**config.mk**
```make
export PLATFORM = sky130hd
export DESIGN_NAME = shiftr_deser
export DESIGN_NICKNAME = d
export VERILOG_FILES = /design/src/rtl/shiftr_deser.sv
export SDC_FILE = /design/constraint.sdc
export NUM_CORES = 1
export LEC_CHECK = 0
export CAP_MARGIN = 20
export CELL_PAD_IN_SITES_DETAIL_PLACEMENT = 2
export CELL_PAD_IN_SITES_GLOBAL_PLACEMENT = 2
export CORE_MARGIN = 2
export CORE_UTILIZATION = 30
export DETAILED_ROUTE_END_ITERATION = 12
export PLACE_DENSITY_LB_ADDON = 0.1
export RECOVER_POWER = 25
export SYNTH_ARGS = -nofsm -noshare
export SYNTH_HDL_FRONTEND = slang
export SYNTH_SLANG_ARGS = --single-unit
```
**constraint.sdc**
```tcl
create_clock -name clk -period 1.71 [get_ports clk]
set_clock_uncertainty 0.1 [all_clocks]
set_input_delay 0.171 -clock clk [delete_from_list [all_inputs] [get_ports clk]]
set_output_delay 0.171 -clock clk [all_outputs]
set_load 0.01 [all_outputs]
```
**src/rtl/shiftr_deser.sv**
```systemverilog
// shiftr_deser: LSB-first serial-to-parallel receiver with valid/ready output and sticky overrun.
// Define SHIFTR_DESER_PARITY_EN to add an even-parity bit after each word (reported on perr).
module shiftr_deser #(
    parameter int WIDTH = 8
) (
    input  logic             clk,
    input  logic             rst,
    input  logic             en,
    input  logic             start,
    input  logic             si,
    input  logic             ready,
    input  logic             ovr_clr,
    output logic [WIDTH-1:0] dout,
    output logic             valid,
    output logic             busy,
    output logic             overrun,
    output logic             perr
);
    localparam int CW = $clog2(WIDTH + 1);
`ifdef SHIFTR_DESER_PARITY_EN
    localparam int SW = WIDTH;
`else
    // The final data bit goes straight from si into dout, so one stage less is kept.
    localparam int SW = WIDTH - 1;
`endif

    typedef enum logic [1:0] {IDLE, SHIFT, PAR} state_t;

    state_t           state_q, state_d;
    logic [SW-1:0]    sreg_q, sreg_d;
    logic [CW-1:0]    cnt_q, cnt_d;
    logic [WIDTH-1:0] shin, word, dout_q;
    logic             cmp, load, drop, valid_q, ovr_q;
`ifdef SHIFTR_DESER_PARITY_EN
    logic             perr_c, perr_q;
`endif

    assign shin = {si, sreg_q[SW-1:SW-WIDTH+1]};

    always_comb begin
        state_d = state_q;
        sreg_d  = sreg_q;
        cnt_d   = cnt_q;
        word    = shin;
        cmp     = 1'b0;
`ifdef SHIFTR_DESER_PARITY_EN
        perr_c  = 1'b0;
`endif
        if (en) begin
            if (start) begin
                state_d = SHIFT;
                sreg_d  = shin[WIDTH-1:WIDTH-SW];
                cnt_d   = CW'(1);
            end else if (state_q == SHIFT) begin
                sreg_d = shin[WIDTH-1:WIDTH-SW];
                if (cnt_q == CW'(WIDTH - 1)) begin
`ifdef SHIFTR_DESER_PARITY_EN
                    state_d = PAR;
                    cnt_d   = CW'(WIDTH);
`else
                    state_d = IDLE;
                    cnt_d   = '0;
                    cmp     = 1'b1;
`endif
                end else begin
                    cnt_d = cnt_q + CW'(1);
                end
            end
`ifdef SHIFTR_DESER_PARITY_EN
            else if (state_q == PAR) begin
                state_d = IDLE;
                cnt_d   = '0;
                cmp     = 1'b1;
                word    = sreg_q;
                perr_c  = ^{si, sreg_q};
            end
`endif
        end
    end

    // A completed word is only dropped when the previous one is still waiting.
    assign load = cmp & (~valid_q | ready);
    assign drop = cmp & valid_q & ~ready;

    always_ff @(posedge clk or posedge rst) begin
        if (rst) begin
            state_q <= IDLE;
            sreg_q  <= '0;
            cnt_q   <= '0;
            dout_q  <= '0;
            valid_q <= 1'b0;
            ovr_q   <= 1'b0;
        end else begin
            state_q <= state_d;
            sreg_q  <= sreg_d;
            cnt_q   <= cnt_d;
            if (load) begin
                dout_q  <= word;
                valid_q <= 1'b1;
            end else if (valid_q & ready) begin
                valid_q <= 1'b0;
            end
            ovr_q <= (ovr_q & ~ovr_clr) | drop;
        end
    end

`ifdef SHIFTR_DESER_PARITY_EN
    always_ff @(posedge clk or posedge rst) begin
        if (rst) perr_q <= 1'b0;
        else if (load) perr_q <= perr_c;
    end
    assign perr = perr_q;
`else
    assign perr = 1'b0;
`endif

    assign dout    = dout_q;
    assign valid   = valid_q;
    assign overrun = ovr_q;
    assign busy    = state_q != IDLE;
endmodule

```
==> impl_summary.md <==
Layout
The relative area change from synthesis to final layout is 39.0%. Leaving out filler cells and counting taps, the final layout contains around 150. The total number of nets in the final design is approximately 110.

Fill cells in the final layout number 333. In the final layout, the multi-input gates occupy between 300 and 400 um2. Across the whole layout, storage elements account for 552 um2. The share of layout cells above drive strength 1 is 36.5%. The number of antenna diodes is 0.

Yosys
The number of warnings issued by yosys is 0. The most used flip-flop cell after synthesis is sky130_fd_sc_hd__dfrtp_1. The synthesized netlist occupies a cell area of 962 um2. The fraction of synthesis flops using an asynchronous set or reset pin is 100%. The post-synthesis area per instance is approximately 13 um2. In this run, synthesis produced a sequential element count of 22. The number of flops mapped to enable cells by yosys is 0. The post-synthesis net count is slightly above 80. For this run, the register share of the synthesized area comes to 57.2%. Counting every instance in the synthesized netlist gives 75.

Counting distinct cell types in the post-synthesis netlist gives 29.

Floorplanning
The initial core utilization is 31.5%. Measured along the x axis, the die boundary spans 60.6 um. The core area is 0.00305 mm2. The floorplan has 20 rows. The area of the die is between 0.003 and 0.004 mm2.

The vertical extent of the die is slightly above 60 um. In this run the count of I/O pins placed on the die edge is 19.

Drt
The total iterations of the first detailed-routing run is 4. The number of remaining DRC errors is 0. The routed design has 2.06 mm of wire. The starting DRC count in detailed routing is 5.

The average wire per standard cell is approximately 14 um. The count of nets left with antenna violations once routing finished came out at 0. The number of vias after detailed routing is 685. Dividing the detail-routed via count by the number of cells gives 4.63.

Timing
The final critical delay including setup and external delays is 1.71 ns. The number of setup violations in the final report is 0. The max-slew violation total from the final report is 0. The hold violation total from the final report is 0. The worst pin sits at a relative slew slack of between 20% and 30%. At the pin with the least slew margin, the transition time is about 1.2 ns.

The share of the cycle needed by the critical path after routing is 99.7%. Timing would allow up to 586 MHz. Setup repair after global routing could not meet its margin everywhere.

Setup path
Data on the critical path arrives at its endpoint at approximately 1.8 ns. On the worst path, the slowest cell contributes a delay of between 0.3 and 0.4 ns. The required time at the endpoint of the critical path is 1.81 ns.

The cell family with the largest share of critical-path delay is simple AND/OR/NAND/NOR gates. The highest-delay cell along the critical path is sky130_fd_sc_hd__dfrtp_1. The worst setup path is captured at a register. Traced cell by cell, the critical path runs through ha_2 -> nand4b_1 -> and4bb_1 -> buf_6 -> mux2_4. For flop-to-flop paths, the worst setup slack is about 0.0049 ns. The setup path with the least slack is of type reg2reg. The worst setup path is launched from a register. Along the worst path, the maximum fanout reaches 8. The number of buffers and inverters on the critical path is 1.

CTS
The total number of H-tree levels is 1. In this run, CTS created clock tree buffers numbering 3. Clock-pin slew was measured on the worst setup and hold paths at ~0.13 ns. The number of buffers inserted by hold repair at cts is 0. TritonCTS built the clock tree.

The clock sink count is 22. The root buffer cell is sky130_fd_sc_hd__clkbuf_4. The maximum count of clock buffers along a single path is 2.

At the later pin of the worst-skew pair, clock insertion delay measures around 0.3 ns.

Placement
The final weighted congestion of routability-driven global placement is 0.691. The number of I/O port buffers is 17. The placed wire-length estimate is 1.42 mm. The number of placed instances, taps included, is 142.

Pwr
The overall power of the completed layout is 1.75 mW. The maximum VDD drop is roughly 370 uV. The cell leakage power is roughly 0.6 nW. Dividing total power by cell area gives a power density of ~1300 mW/mm2.

GRT
The number of global-route vias before repair is around 700. Entering global routing, the biggest net connects 23 pins. The number of antenna violations at the first check in global routing is 0.

The wire length of the first global-routing pass is approximately 3.4 mm. Global routing finished with a remaining overflow of 0. For this run, the total global-route usage over all layers was measured as 12.6%.

Job
Across the run, the number of max-cap violations was 0.

Outcome
The run finished with clean final reports.

Hold path
The worst hold path class is in2reg.
## cells by family after synthesis
family	Yosys count	share of synthesized area [%]
adders and majority gates	1	1.30
and+or+nand+nor	15	10.1
muxes	15	17.6
AOI/OAI and AO/OA	11	7.93
buffers and inverters	10	5.46
other	1	0.390
DFF	22	57.2
## cell usage in the layout, fill, tap and decap left out, drive strengths merged, types with 2 or more instances in the layout
master	instances
buf	12
inv	5
clkdlybuf4s50	17
mux2	15
o22ai	3
nand2	4
o21ai	2
clkbuf	4
dfrtp	22
## metrics by stage
step	hold slack (ns)	setup TNS, ns	utilization (%)	worst slack [ns]	cell area [um2]
global route	0.316	-0.503	43.8	-0.0680	1340
global placement	0.386	-0.764	40.5	-0.0983	1240
finish	0.323	0	43.8	0.00489	1340
floorplan	0.0602	0	-	0.0764	962
CTS	0.0952	0	42.5	0.00589	1300
detailed placement	0.399	-0.828	40.5	-0.112	1240
## cell type report
| type | count | area share, % |
|---|---|---|
| Sequential cell | 22 | 41.3 |
| Clock buffer | 3 | 1.68 |
| Tap cell | 44 | 4.12 |
| Timing Repair Buffer | 30 | 20.0 |
| Inverter | 5 | 1.40 |
| Clock inverter | 1 | 2.25 |
| Multi-Input combinational cell | 43 | 29.3 |
## path summary, 6_finish.rpt
| kind | start | endpoint | depth (start not counted) |
|---|---|---|---|
| min reg2reg | dout[5]$_DFFE_PP0P_ | dout[5]$_DFFE_PP0P_ | 1 |
| max | cnt_q[0]$_DFFE_PP0P_ | dout[3]$_DFFE_PP0P_ | 5 |
| max in group asynchronous | rst | state_q[0]$_DFFE_PP0P_ | 3 |
| min | ovr_clr | overrun$_DFF_PP0_ | 2 |
| min in group asynchronous | rst | dout[0]$_DFFE_PP0P_ | 3 |
| max reg2reg | cnt_q[0]$_DFFE_PP0P_ | dout[3]$_DFFE_PP0P_ | 5 |
## power breakdown
group | switching [mW] | total [mW] | internal [mW]
Combinational | 0.199 | 0.570 | 0.371
Sequential | 0.107 | 0.781 | 0.674
Clock | 0.159 | 0.396 | 0.237
## routing by layer
layer | part of all wire, % | global-route usage, %
met3 | 3.2 | 2.56
met1 | 45 | 16.5
met2 | 51 | 20.6
met5 | 0 | 0
met4 | 0.73 | 4.66
## cells in the mapped netlist (3+ instances only)
| cell type | number | area share [%] |
|---|---|---|
| sky130_fd_sc_hd__buf_2 | 3 | 1.6 |
| sky130_fd_sc_hd__dfrtp_1 | 22 | 57 |
| sky130_fd_sc_hd__inv_1 | 5 | 2.0 |
| sky130_fd_sc_hd__mux2_2 | 15 | 18 |
| sky130_fd_sc_hd__nand2_1 | 4 | 1.6 |
| sky130_fd_sc_hd__o22ai_1 | 3 | 2.0 |
## worst reg2reg max path: stages, from the launching register on
cell and delay (ns):
sky130_fd_sc_hd__dfrtp_1 0.39, sky130_fd_sc_hd__ha_2 0.20, sky130_fd_sc_hd__nand4b_1 0.12, sky130_fd_sc_hd__and4bb_1 0.31, sky130_fd_sc_hd__buf_6 0.17, sky130_fd_sc_hd__mux2_4 0.31
## sequential cells by signal, summed over array words and instances (netlist names)
signal,cells
state_q,1
sreg_q,7
valid,1
cnt_q,4
dout,8
overrun,1
## repair_timing
item	CTS	global route
cloned	0	0
resized for setup	3	8
endpoints found under the setup margin	9	8
setup buffers	0	2
pin swaps	2	2
(Power assumes the default switching activity.)
